<file path="src/rtl/seven_seg_scanner.sv">
// Six-digit multiplexed seven-segment scanner for the clock core.
// Ports: clk, reset_n, digi_clock/AM/lamp_test in; an/seg/dp out (active-low).
module seven_seg_scanner #(
  parameter int DWELL_CYCLES = 166,
  parameter int BLANK_CYCLES = 2
) (
  input  logic        clk,
  input  logic        reset_n,
  input  logic [23:0] digi_clock,
  input  logic        AM,
  input  logic        lamp_test,
  output logic [5:0]  an,
  output logic [6:0]  seg,
  output logic        dp
);

  localparam int CW =
    (DWELL_CYCLES > 2) ? $clog2(DWELL_CYCLES) : 1;
  localparam logic [CW-1:0] BLK_END =
    CW'(BLANK_CYCLES - 1);
  localparam logic [CW-1:0] SLOT_END =
    CW'(DWELL_CYCLES - 1);
  localparam logic [2:0] LAST_IDX = 3'd5;

  typedef enum logic {
    BLANK = 1'b0,
    DRIVE = 1'b1
  } state_e;

  state_e          state_q, state_d;
  logic [2:0]      idx_q, idx_d;
  logic [CW-1:0]   cnt_q, cnt_d;
  logic [23:0]     snap_q, snap_d;
  logic            am_q, am_d;
  logic [5:0]      an_q, an_d;
  logic [6:0]      seg_q, seg_d;
  logic            dp_q, dp_d;
  logic [5:0][3:0] digits;
  logic [3:0]      nib;

  function automatic logic [6:0] seg_of(
    input logic [3:0] n
  );
    logic [6:0] s;
    unique case (n)
      4'd0:    s = 7'b1000000;
      4'd1:    s = 7'b1111001;
      4'd2:    s = 7'b0100100;
      4'd3:    s = 7'b0110000;
      4'd4:    s = 7'b0011001;
      4'd5:    s = 7'b0010010;
      4'd6:    s = 7'b0000010;
      4'd7:    s = 7'b1111000;
      4'd8:    s = 7'b0000000;
      4'd9:    s = 7'b0010000;
      default: s = 7'b0111111;
    endcase
    return s;
  endfunction

  // Slot timing: cnt runs 0..DWELL-1 across
  // the whole slot, blank first then drive.
  always_comb begin
    state_d = state_q;
    idx_d   = idx_q;
    cnt_d   = cnt_q + CW'(1);
    snap_d  = snap_q;
    am_d    = am_q;
    // Frame-start capture keeps a frame coherent.
    if (state_q == BLANK && idx_q == 3'd0 &&
        cnt_q == '0) begin
      snap_d = digi_clock;
      am_d   = AM;
    end
    unique case (state_q)
      BLANK: begin
        if (cnt_q == BLK_END) state_d = DRIVE;
      end
      DRIVE: begin
        if (cnt_q == SLOT_END) begin
          state_d = BLANK;
          cnt_d   = '0;
          idx_d   = (idx_q == LAST_IDX) ?
                    3'd0 : idx_q + 3'd1;
        end
      end
      default: ;
    endcase
  end

  // Outputs are decoded from the next state so
  // they register on the edge that enters it.
  always_comb begin
    digits = snap_d;
    nib    = digits[LAST_IDX - idx_d];
    an_d   = 6'h3F;
    seg_d  = 7'h7F;
    dp_d   = 1'b1;
    if (state_d == DRIVE) begin
      an_d  = ~(6'b000001 << idx_d);
      seg_d = seg_of(nib);
      if (idx_d == 3'd0 && nib == 4'd0)
        seg_d = 7'h7F;
      unique case (1'b1)
        (idx_d == 3'd1 || idx_d == 3'd3):
          dp_d = snap_d[0];
        (idx_d == LAST_IDX):
          dp_d = am_d;
        default:
          dp_d = 1'b1;
      endcase
      if (lamp_test) begin
        seg_d = 7'h00;
        dp_d  = 1'b0;
      end
    end
  end

  always_ff @(posedge clk or negedge reset_n) begin
    if (!reset_n) begin
      state_q <= BLANK;
      idx_q   <= 3'd0;
      cnt_q   <= '0;
      snap_q  <= 24'h0;
      am_q    <= 1'b0;
      an_q    <= 6'h3F;
      seg_q   <= 7'h7F;
      dp_q    <= 1'b1;
    end else begin
      state_q <= state_d;
      idx_q   <= idx_d;
      cnt_q   <= cnt_d;
      snap_q  <= snap_d;
      am_q    <= am_d;
      an_q    <= an_d;
      seg_q   <= seg_d;
      dp_q    <= dp_d;
    end
  end

  assign an  = an_q;
  assign seg = seg_q;
  assign dp  = dp_q;

endmodule

</file>
<file path="config.mk">
export PLATFORM = sky130hd
export DESIGN_NAME = seven_seg_scanner
export DESIGN_NICKNAME = d
export VERILOG_FILES = /design/src/rtl/seven_seg_scanner.sv
export SDC_FILE = /design/constraint.sdc
export NUM_CORES = 1
export LEC_CHECK = 0
export ABC_AREA = 1
export BUFFER_PORTS_ARGS = -buffer_cell sky130_fd_sc_hd__buf_4
export CORE_MARGIN = 8
export CORE_UTILIZATION = 52
export DETAILED_ROUTE_END_ITERATION = 16
export GPL_TIMING_DRIVEN = 0
export PLACE_DENSITY = 0.74
export SLEW_MARGIN = 20
export SYNTH_ARGS = -nofsm -noshare
export SYNTH_HDL_FRONTEND = slang
export SYNTH_SLANG_ARGS = --single-unit
</file>
<file path="constraint.sdc">
create_clock -name clk -period 3.25 [get_ports clk]
set_input_delay 0.65 -clock clk [delete_from_list [all_inputs] [get_ports clk]]
set_output_delay 0.65 -clock clk [all_outputs]
set_load 0.01 [all_outputs]
</file>
After elaboration in Yosys (flattened, before gate mapping) --
Memory sizes are Yosys's and may differ from the RTL's. Index checks and enable logic that the tools add are counted.
Operators by class: $add $sub $neg 3, magnitude comparators 1, equal/unequal tests 6, shift-type cells 1, multiplexer cells 19, bitwise logic cells 2, reductions and logical operators 8
Operators with widths (number):
- 2-to-1 mux 24 bit | 1
- 2-to-1 mux 7 bit | 3
- 2-to-1 mux 8 bit | 2
- binary-select mux 4 bit (select 3 bit) | 1
- 2-to-1 mux 3 bit | 3
- adder 8 x 1 -> 8 bit, second input constant | 1
- == test 8 x 1 -> 1 bit, second input constant | 1
- == test 8 bit, second input constant | 1
- zero test 8 bit | 1
- == test 3 bit, second input constant | 2
- zero test 3 bit | 2
- 2-to-1 mux 6 bit | 1
- NOT 6 bit | 1
- << shifter 1 x 3 -> 6 bit, first input constant | 1
- 2-to-1 mux 1 bit | 5
- zero test 4 bit | 1
- less-than comparator 3 x 4 -> 1 bit, second input constant | 1
- 2-to-1 mux 4 bit | 1
- case mux 1 bit (2 select lines) | 2
- adder 3 x 1 -> 3 bit, second input constant | 1
- == test 3 x 1 -> 1 bit, second input constant | 1
- == test 3 x 2 -> 1 bit, second input constant | 1
- logical AND 1 bit | 3
- subtractor 3 bit, first input constant | 1
- 2 further kinds | 2
Storage, ports and cells: register bits after elaboration 51, bits in read-only memories 112, input bits 28, output and inout bits 14, word-level logic and storage cells 49, memories 1
Memories:
- (name not given) | words 16, width 7, read ports 1, clocked after memory_dff 0, wr ports 0, RTL line 45 | unique case (n)

Longest topological paths before layout --
Gate-level depths: netlist of run 1.
depth after elaboration 12, gate-level depth with buffers 21, depth with buffers taken out 21

Worst setup path after synthesis of run 1 --
OpenSTA, ideal clock, no wires.
path kind reg-to-reg, start point reg cnt_q[1], end point reg seg_q[0], in the netlist seg[0], library setup time 63 ps, arrival 2848 ps, required time 3187 ps, slack 339 ps, stages on the path, launching flop included 18, path buffers 0, period minus slack after synthesis 2911 ps, path through dfrtp_1 -> inv_1 -> ha_1 -> inv_1 -> nor2_2 -> nand2_4 -> o31ai_2 -> ha_1 -> inv_1 -> nand3_1 -> nand2_2 -> ha_1 -> inv_1 -> nor3_1 -> nand3_4 -> nand3_1 -> nand2_1 -> nand2_1
On the way: cells in the longest elaborated chain, start to end 11, elaborated cells between the ends (all ways) 20, those cells by class 1 x add/sub; 2 x eq/ne; 11 x mux; 5 x reduce/logical; 1 x memory
RTL lines:
- start: declaration | RTL line 32 | logic [CW-1:0] cnt_q, cnt_d;
- start signal: assignment | RTL line 132 | cnt_q <= cnt_d;
- == test 8 bit (*) | RTL line 80 | if (cnt_q == SLOT_END) begin
- 2-to-1 mux 3 bit (*) | RTL line 80
- 2-to-1 mux 3 bit (*) | RTL line 75 | unique case (state_q)
- via idx_d[2] | RTL line 31 | logic [2:0] idx_q, idx_d;
- parallel branches: the longest is 5 deep, another holds memory (16 x 7 bit)
- 2-to-1 mux 7 bit (*) | RTL line 102 | if (idx_d == 3'd0 && nib == 4'd0)
- 2-to-1 mux 7 bit (*) | RTL line 112 | if (lamp_test) begin
- 2-to-1 mux 7 bit (*) | RTL line 99 | if (state_d == DRIVE) begin
- via seg_d[0] | RTL line 36 | logic [6:0] seg_q, seg_d;
- end signal: assignment | RTL line 136 | seg_q <= seg_d;
- end: declaration | RTL line 36
Mark *: on every way through the listed nets, which the timed path passes. The select of a mux whose other input is x is not followed.

Worst setup path in the final report of run 1 --
start point reg cnt_q[1], end point reg seg_q[6], in the netlist seg[6]
Same word-level chain as after synthesis.

==> results.sh, run 1 <==
export IMPL_post_layout_nonfiller_instances=458
export IMPL_rsz0062_at_grt="false"
export IMPL_place_area_mm2=0.003204
export IMPL_critical_path_max_stage_delay_ns=0.41
export IMPL_dieArea_mm2=0.008009
export IMPL_fp_dieW_um=89.50
export IMPL_nets=425
export IMPL_drv_cap=0
export IMPL_final_core_util=0.6427
export IMPL_syn_cell_area_mm2=0.002809
export IMPL_power_w=0.001168
export IMPL_ioPinCount=42
export IMPL_critPathCaptureType="flip-flop"
export IMPL_use_met1=0.2025
export IMPL_synth_seq_area_share=0.4606
export IMPL_p_comb_frac=0.108
export IMPL_worstPathCellList="inv_1 > ha_1 > inv_1 > nor2_2 > nand2_4 > o31ai_4 > ha_2 > inv_1 > nand3_1 > nand2_2 > ha_1 > inv_1 > nor3_2 > nand3_4 > nand2_1 > nand2_1 > nand2_1"
export IMPL_tritoncts="done"
export IMPL_cts_htree_levels=2
export IMPL_fmax_mhz=332.8
export IMPL_num_antenna_cells=0
export IMPL_p_int_w=0.0008737
export IMPL_synth_simple_gate_area_share=0.3795
export IMPL_synth_adder_area_share=0.04454
export IMPL_switchingPower_w=0.0002948
export IMPL_portBuffers=41
export IMPL_worst_path_buf_inv=4
export IMPL_wl_per_cell_um=12.45
export IMPL_synth_xor_area_frac=0.006236
export IMPL_p_per_area_mw_per_mm2=351.5
export IMPL_synth_area_mux_share=0
export IMPL_cp_common_cell="inv_1"
export IMPL_syn_inst=338
export IMPL_ys_flop_type="dfrtp_1"
export IMPL_setup_ws_ns=0.2449
export IMPL_drv_slew=0
export IMPL_area_growth_pct=18.35
export IMPL_dr_pass1_iters=4
export IMPL_die_h_um=89.50
export IMPL_synth_distinct_cells=28
export IMPL_cts_buffers=5
export IMPL_reg2regPathDepth=17
export IMPL_grt_pass1_wl_um=9722
export IMPL_viasPerCell=4.849
export IMPL_syn_avg_cell_area_um2=8.310
export IMPL_synth_top_family_by_area="simple AND/OR/NAND/NOR gates"
export IMPL_first_global_vias=2156
export IMPL_status="completed"
export IMPL_ys_warnings_count=0
export IMPL_irDropWorstVdd_mv=0.2746
export IMPL_grt_max_degree=52
export IMPL_layout_worst_path_cycle_share=0.9246
export IMPL_layout_commonest_cell="nand2_1"
export IMPL_synth_edf_count=0
export IMPL_antenna_found_initial=0
export IMPL_p_seq_frac=0.572
export IMPL_setup_worst_path_class="reg2reg"
export IMPL_clock_skew_ns=0.005983
export IMPL_hpwl_um=4355
export IMPL_overflow=0
export IMPL_hp_class="in2async"
export IMPL_period_minus_slack_ns=3.005
export IMPL_first_iter_violations=151
export IMPL_drc=0
export IMPL_top_usage_layer="met2"
export IMPL_insertion_delay_ns=0.31
export IMPL_hold_violations=0
export IMPL_drt_wl_total_um=5703
export IMPL_switching_share=0.2523
export IMPL_r2r_setup_slack_ns=0.24
export IMPL_cpMaxStageDelayCell="dfrtp_1"
export IMPL_finalInstanceArea_mm2=0.003324
export IMPL_met2_usage=0.2525
export IMPL_worstMarginPinSlew_ns=0.6380
export IMPL_setup_viol=0
export IMPL_synth_compound_area_frac=0.03073
export IMPL_cts_root_buf="clkbuf_8"
export IMPL_coreArea_mm2=0.005172
export IMPL_maxSlewHeadroom=0.5747
export IMPL_crit_family="simple AND/OR/NAND/NOR gates"
export IMPL_row_count=26
export IMPL_critPathMaxFanout=7
export IMPL_crit_path_start_kind="flip-flop"
export IMPL_grt_use_met3=0.03860
export IMPL_cts_path_max_buffers=2
export IMPL_grtUsageTotal=0.1568
export IMPL_power_leakage_nw=1.773
export IMPL_dp_cells=449
export IMPL_ys_async_sr_fraction=1.000
export IMPL_layout_common_cells="nand2_1, buf_4, inv_1, nor2_1, dfrtp_1"
export IMPL_cts_sinks=51
export IMPL_clk_pin_slew_ns=0.09
export IMPL_ys_ff_latch=51
export IMPL_via_count=2221
export IMPL_ant_nets=0
export IMPL_dpl_worst_slack_ns=-0.03271
export IMPL_drive_gt1_frac=0.2938
export IMPL_crit_cells=17
export IMPL_power_share_clock=0.320
export IMPL_place_gp_congestion=0.8820
export IMPL_start_util=0.5431
export IMPL_cp_arrival_ns=3.25
export IMPL_worstPathRequired_ns=3.49
export IMPL_syn_num_nets=376
[layout make-up]
type / count / area (µm²)
Timing Repair Buffer: 42 / 315.3
Buffer: 4 / 37.54
Multi-Input combinational cell: 235 / 1314
Fill cell: 460 / 1848
Sequential cell: 51 / 1294
Tap cell: 70 / 87.58
Clock inverter: 3 / 25.02
Inverter: 48 / 182.7
Clock buffer: 5 / 68.82
[path summary, 6_finish.rpt]
path | startpoint | endpoint
setup / recovery | cnt_q[1] | seg[6]
hold / removal | reset_n | snap_q[6]
setup reg to reg | cnt_q[1] | seg[6]
hold reg to reg | snap_q[15] | snap_q[15]
max in group asynchronous | reset_n | snap_q[19]
min in group clk | snap_q[15] | snap_q[15]
[logic make-up after synthesis]
group,count (synthesis)
AO/OA/AOI/OAI,13
XOR/XNOR,2
adder cells (fa/ha/maj),10
buffers and inverters,52
flip-flops,51
AND/OR/NAND/NOR,210
[state kept, by name (all words and copies together) (netlist names)]
signal / count
seg: 7
am_q: 1
snap_q: 24
idx_q: 3
an: 6
state_q: 1
dp: 1
cnt_q: 8
[synthesized netlist by cell type (all sizes together) (2+ instances only)]
cell | number | share of area
dfstp | 14 | 0.13
a21oi | 3 | 0.0053
nand2 | 99 | 0.16
o21ai | 8 | 0.018
dfrtp | 37 | 0.33
nor2 | 51 | 0.083
inv | 48 | 0.065
xor2 | 2 | 0.0062
and2 | 3 | 0.0067
buf | 3 | 0.012
nor4 | 2 | 0.0045
nor3 | 4 | 0.0071
nand3b | 8 | 0.021
ha | 10 | 0.045
nand3 | 42 | 0.091
[per-layer routing]
layer  up-vias  part of all wire
li1       1152                 -
met1      1020              0.47
met2        43              0.45
met3         6             0.062
met4         0             0.012
met5         -                 0
[power groups by stage]
stage | logic (W) | clock network [W] | registers, W
detailed placement | 0.000128 | 0 | 0.000680
global placement | 0.000126 | 0 | 0.000679
CTS | 0.000129 | 0.000384 | 0.000668
finish | 0.000127 | 0.000374 | 0.000668
global route | 0.000147 | 0.000411 | 0.000670
floorplan | 0.0000627 | 0 | 0.000683
[timing repair]
action                                  CTS  global route
pin swaps                                 0             1
hold buffers                              0             0
setup buffers                             0             1
endpoints found under the setup margin    7             7
resized for setup                         1             3
[through the flow]
| step | setup TNS, ns | hold slack (ns) |
|---|---|---|
| floorplan | 0 | 0.3544 |
| global placement | -0.3305 | 0.4590 |
| detailed placement | -0.1582 | 0.4732 |
| CTS | 0 | 0.3763 |
| global route | 0 | 0.4074 |
| finish | 0 | 0.3543 |
Power figures use the tool's default switching activity.
==> run 2: changes to the inputs <==
- REMOVE_ABC_BUFFERS: unset -> 1
==> run 2 against run 1 <==
  * Clock power shrank 5.6%
  * Final area down 1.0%
  * Flip-flop and latch count stayed put
  * Via count increased by 0.14%
  * Critical path type unchanged
  * Critical path depth is the same
==> results.sh, run 2 (synthesis results as in run 1) <==
export IMPL_status="completed"
export IMPL_antenna_found_initial=0
export IMPL_ant_nets=0
export IMPL_nets=422
export IMPL_cts_htree_levels=2
export IMPL_clk_pin_slew_ns=0.09
export IMPL_via_count=2224
export IMPL_row_count=26
export IMPL_fmax_mhz=341.6
export IMPL_insertion_delay_ns=0.30
export IMPL_wl_per_cell_um=12.61
export IMPL_seq_area_mm2=0.001294
export IMPL_setup_ws_ns=0.3230
export IMPL_worstMarginPinSlew_ns=0.6247
export IMPL_drc=0
export IMPL_r2r_setup_slack_ns=0.32
export IMPL_fp_dieW_um=89.50
export IMPL_worstPathRequired_ns=3.49
export IMPL_largest_reg_flops=24
export IMPL_drv_cap=0
export IMPL_place_area_mm2=0.003167
export IMPL_cts_path_max_buffers=2
export IMPL_drive_gt1_frac=0.2883
export IMPL_crit_path_start_kind="flip-flop"
export IMPL_cp_common_cell="inv_1"
export IMPL_tritoncts="done"
export IMPL_crit_cells=17
export IMPL_period_minus_slack_ns=2.927
export IMPL_power_leakage_nw=1.756
export IMPL_worstPathCellList="inv_1 > ha_1 > inv_1 > nor2_4 > nand2_4 > o31ai_4 > ha_2 > inv_1 > nand3_1 > nand2_2 > ha_1 > inv_1 > nor3_2 > nand3_4 > nand3_1 > nand2_1 > nand2_1"
export IMPL_dp_cells=445
export IMPL_multi_input_comb_area_mm2=0.001319
export IMPL_worstReg2RegEnd="seg[5]"
export IMPL_p_per_area_mw_per_mm2=348.9
export IMPL_dr_pass1_iters=4
export IMPL_rsz0062_at_grt="false"
export IMPL_place_gp_congestion=0.8742
export IMPL_critical_path_max_stage_delay_ns=0.41
export IMPL_power_w=0.001148
export IMPL_hp_class="in2async"
export IMPL_fillerInstances=471
export IMPL_reg2reg_from="cnt_q[1]"
export IMPL_drv_slew=0
export IMPL_setup_viol=0
export IMPL_top_register="snap_q"
export IMPL_layout_worst_path_cycle_share=0.9006
export IMPL_crit_family="simple AND/OR/NAND/NOR gates"
export IMPL_reg2regPathDepth=17
export IMPL_first_iter_violations=124
export IMPL_cts_hold_buf=0
export IMPL_grt_max_degree=52
export IMPL_hold_violations=0
export IMPL_cts_buffers=5
export IMPL_coreArea_mm2=0.005172
export IMPL_cts_sinks=51
export IMPL_grt_pass1_wl_um=9915
export IMPL_critPathCaptureType="flip-flop"
export IMPL_num_antenna_cells=0
export IMPL_maxSlewHeadroom=0.5835
export IMPL_irDropWorstVdd_mv=0.1849
export IMPL_first_global_vias=2272
export IMPL_cts_root_buf="clkbuf_8"
export IMPL_finalInstanceArea_mm2=0.003291
export IMPL_layout_commonest_cell="nand2_1"
export IMPL_worst_path_buf_inv=4
export IMPL_setup_worst_path_class="reg2reg"
export IMPL_ioPinCount=42
export IMPL_clock_skew_ns=0.006486
export IMPL_overflow=0
export IMPL_dpl_worst_slack_ns=-0.07858
export IMPL_cpMaxStageDelayCell="dfrtp_1"
export IMPL_portBuffers=41
export IMPL_critPathMaxFanout=7
export IMPL_viasPerCell=4.888
export IMPL_area_growth_pct=17.15
export IMPL_dieArea_mm2=0.008009
export IMPL_hpwl_um=4323
export IMPL_die_h_um=89.50
export IMPL_drt_wl_total_um=5739
export IMPL_post_layout_nonfiller_instances=455
export IMPL_grtUsageTotal=0.1587
export IMPL_cp_arrival_ns=3.17
export IMPL_start_util=0.5431
export IMPL_layout_common_cells="nand2_1, buf_4, inv_1, nor2_1, dfrtp_1"
run 2: changes by cell type in the layout (fill, tap and decap cells not counted), sizes merged:
cell,change
buf,-2
clkinv,-1
run 2: stage by stage:
stage | utilization | TNS [ns] | hold WS (ns)
finish | 0.6362 | 0 | 0.3494
CTS | 0.6304 | 0 | 0.3835
global placement | 0.6122 | -0.3207 | 0.4592
floorplan | - | 0 | 0.3544
detailed placement | 0.6122 | -0.4203 | 0.4803
global route | 0.6362 | 0 | 0.4109
run 2: repair_timing:
item	CTS	global route
resized for setup	1	4
setup buffers	0	2
setup endpoints to repair	7	7
pin swaps	0	1
run 2: layer usage:
layer | track usage | wire length (µm) | vias up | part of all wire
li1 | - | - | 1145 | -
met1 | 0.2035 | 2754 | 1016 | 0.48
met2 | 0.2667 | 2629 | 54 | 0.46
met3 | 0.02757 | 287 | 9 | 0.050
met4 | 0.04532 | 67 | 0 | 0.012
met5 | 0 | 0 | - | 0
run 2: worst reg2reg max path, delay by kind of cell, from the launching register on:
family	cells	cell delay, ns
compound gates	1	0.29
fa+ha+maj	3	0.68
flops	1	0.41
simple gates	9	1.13
buf+inv	4	0.37
run 2: how the worst max path moves through the flow:
| stage | from | endpoint | slack, ns |
|---|---|---|---|
| 2_1_floorplan | cnt_q[1] | seg[0] | 0.34 |
| 3_3_place_gp | cnt_q[1] | seg[3] | -0.06 |
| 3_5_place_dp | cnt_q[1] | seg[5] | -0.08 |
| 4_1_cts | cnt_q[1] | seg[5] | 0.07 |
| 5_1_grt | cnt_q[1] | seg[5] | 0.02 |
| 6_report | cnt_q[1] | seg[5] | 0.32 |
run 2: cell type report:
type	count	share of cell area
clock buffers	6	0.02205
clock inverters	2	0.003802
inverters	48	0.05551
multi-input cells	235	0.4008
flip-flops and latches	51	0.3932
well taps	70	0.02662
repair buffers	43	0.09810
run 2: where the power goes:
| part | internal, W | switching (W) |
|---|---|---|
| Combinational | 0.0000574 | 0.0000698 |
| Clock | 0.000151 | 0.000202 |
| Sequential | 0.000662 | 0.00000592 |
| Total | 0.000870 | 0.000278 |
==> run 3: changes to the inputs <==
- CAP_MARGIN: unset -> 25
- CELL_PAD_IN_SITES_DETAIL_PLACEMENT: unset -> 0
- CELL_PAD_IN_SITES_GLOBAL_PLACEMENT: unset -> 1
- CORE_UTILIZATION: 52 -> 42
- PLACE_DENSITY: 0.74 -> unset
- PLACE_DENSITY_LB_ADDON: unset -> 0.1
==> run 3 against run 2 <==
  * Wire length increased by 1.2%
  * Clock skew increased by 0.0046 ns
  * Power is 2.8% higher
  * Flip-flop and latch count unchanged
==> results.sh, run 3 (synthesis results as in run 1) <==
export IMPL_period_minus_slack_ns=2.919
export IMPL_grt_pass1_wl_um=10380
export IMPL_cts_root_buf="clkbuf_8"
export IMPL_grtUsageTotal=0.1319
export IMPL_dieArea_mm2=0.009561
export IMPL_finalInstanceArea_mm2=0.003311
export IMPL_r2r_setup_slack_ns=0.33
export IMPL_row_count=30
export IMPL_cp_common_cell="inv_1"
export IMPL_hpwl_um=4411
export IMPL_antenna_found_initial=0
export IMPL_worstMarginPinSlew_ns=0.6287
export IMPL_first_global_vias=2201
export IMPL_cts_path_max_buffers=2
export IMPL_dp_cells=455
export IMPL_power_w=0.001181
export IMPL_drive_gt1_frac=0.2883
export IMPL_drv_cap=0
export IMPL_die_h_um=97.78
export IMPL_critical_path_max_stage_delay_ns=0.40
export IMPL_post_layout_nonfiller_instances=465
export IMPL_portBuffers=41
export IMPL_ant_nets=0
export IMPL_fp_dieW_um=97.78
export IMPL_drv_slew=0
export IMPL_place_area_mm2=0.003179
export IMPL_coreArea_mm2=0.006644
export IMPL_cpMaxStageDelayCell="dfrtp_1"
export IMPL_clock_skew_ns=0.01108
export IMPL_cts_buffers=5
export IMPL_cts_sinks=51
export IMPL_maxSlewHeadroom=0.5808
export IMPL_p_seq_frac=0.565
export IMPL_start_util=0.4228
export IMPL_power_leakage_nw=1.764
export IMPL_layout_commonest_cell="nand2_1"
export IMPL_place_gp_congestion=0.8317
export IMPL_critPathMaxFanout=7
export IMPL_nets=422
export IMPL_switchingPower_w=0.0003025
export IMPL_clk_pin_slew_ns=0.10
export IMPL_rsz0062_at_grt="false"
export IMPL_cts_hold_buf=0
export IMPL_worstPathRequired_ns=3.50
export IMPL_first_iter_violations=38
export IMPL_switching_share=0.2562
export IMPL_worstReg2RegEnd="seg[3]"
export IMPL_num_antenna_cells=0
export IMPL_reg2reg_from="cnt_q[1]"
export IMPL_dr_pass1_iters=4
export IMPL_wl_per_cell_um=12.49
export IMPL_critPathCaptureType="flip-flop"
export IMPL_fmax_mhz=342.6
export IMPL_hold_violations=0
export IMPL_p_per_area_mw_per_mm2=356.6
export IMPL_hp_class="in2async"
export IMPL_drc=0
export IMPL_p_int_w=0.0008780
export IMPL_insertion_delay_ns=0.31
export IMPL_top_register="snap_q"
export IMPL_irDropWorstVdd_mv=0.2039
export IMPL_overflow=0
export IMPL_ioPinCount=42
export IMPL_cp_arrival_ns=3.17
export IMPL_cts_htree_levels=2
export IMPL_setup_viol=0
export IMPL_crit_family="simple AND/OR/NAND/NOR gates"
export IMPL_power_share_clock=0.329
export IMPL_drt_wl_total_um=5807
export IMPL_layout_worst_path_cycle_share=0.8982
export IMPL_tns_ns=0
export IMPL_worstPathCellList="inv_1 > ha_1 > inv_1 > nor2_4 > nand2_4 > o31ai_4 > ha_2 > inv_1 > nand3_1 > nand2_1 > ha_1 > inv_1 > nor3_2 > nand3_4 > nand3_1 > nand2_1 > nand2_1"
export IMPL_viasPerCell=4.647
export IMPL_area_growth_pct=17.86
export IMPL_hold_slack_ns=0.3595
export IMPL_worst_path_buf_inv=4
export IMPL_tritoncts="done"
export IMPL_grt_max_degree=52
export IMPL_status="completed"
export IMPL_setup_worst_path_class="reg2reg"
export IMPL_layout_common_cells="nand2_1, buf_4, inv_1, nor2_1, dfrtp_1"
export IMPL_p_comb_frac=0.106
export IMPL_largest_reg_flops=24
export IMPL_crit_path_start_kind="flip-flop"
export IMPL_via_count=2161
export IMPL_reg2regPathDepth=17
[run 3: per-stage QoR]
step	utilization	worst slack, ns
after floorplan	-	0.3390
after global placement	0.4785	-0.1268
after detailed placement	0.4785	-0.1237
after CTS	0.4942	0.05366
after global routing	0.4983	0.05035
final	0.4983	0.3309
[run 3: power by group through the flow]
stage	logic, W	registers [W]	clock network [W]
3_3_place_gp	0.000126	0.000679	0
6_report	0.000125	0.000667	0.000388
2_1_floorplan	0.0000627	0.000683	0
5_1_grt	0.000144	0.000670	0.000429
4_1_cts	0.000128	0.000668	0.000412
3_5_place_dp	0.000127	0.000679	0
[run 3: timing repair]
action                     4_1_cts  5_1_grt
resized for setup                1        3
setup endpoints to repair        7        7
pin swaps                        0        1
setup buffers                    0        2
[run 3: how the worst max path moves through the flow]
stage              from     end  slack (ns)  cells past startpoint
6_report       cnt_q[1]  seg[3]        0.33                     17
5_1_grt        cnt_q[1]  seg[5]        0.05                     17
4_1_cts        cnt_q[1]  seg[3]        0.05                     17
3_5_place_dp   cnt_q[1]  seg[4]       -0.12                     17
3_3_place_gp   cnt_q[1]  seg[3]       -0.13                     17
2_1_floorplan  cnt_q[1]  seg[0]        0.34                     17
[run 3: layout make-up]
class,instances,area (µm²)
Clock inverter,3,26.28
Timing Repair Buffer,43,322.8
Inverter,48,182.7
Tap cell,80,100.1
Clock buffer,5,68.82
Sequential cell,51,1294
Multi-Input combinational cell,235,1316
Fill cell,648,3333
[run 3: per-layer routing]
metal | global-route usage | part of all wire | vias up
met5 | 0 | 0 | -
met4 | 0.04077 | 0.0088 | 0
met3 | 0.03698 | 0.047 | 6
met2 | 0.2024 | 0.44 | 36
met1 | 0.1751 | 0.51 | 978
li1 | - | - | 1141
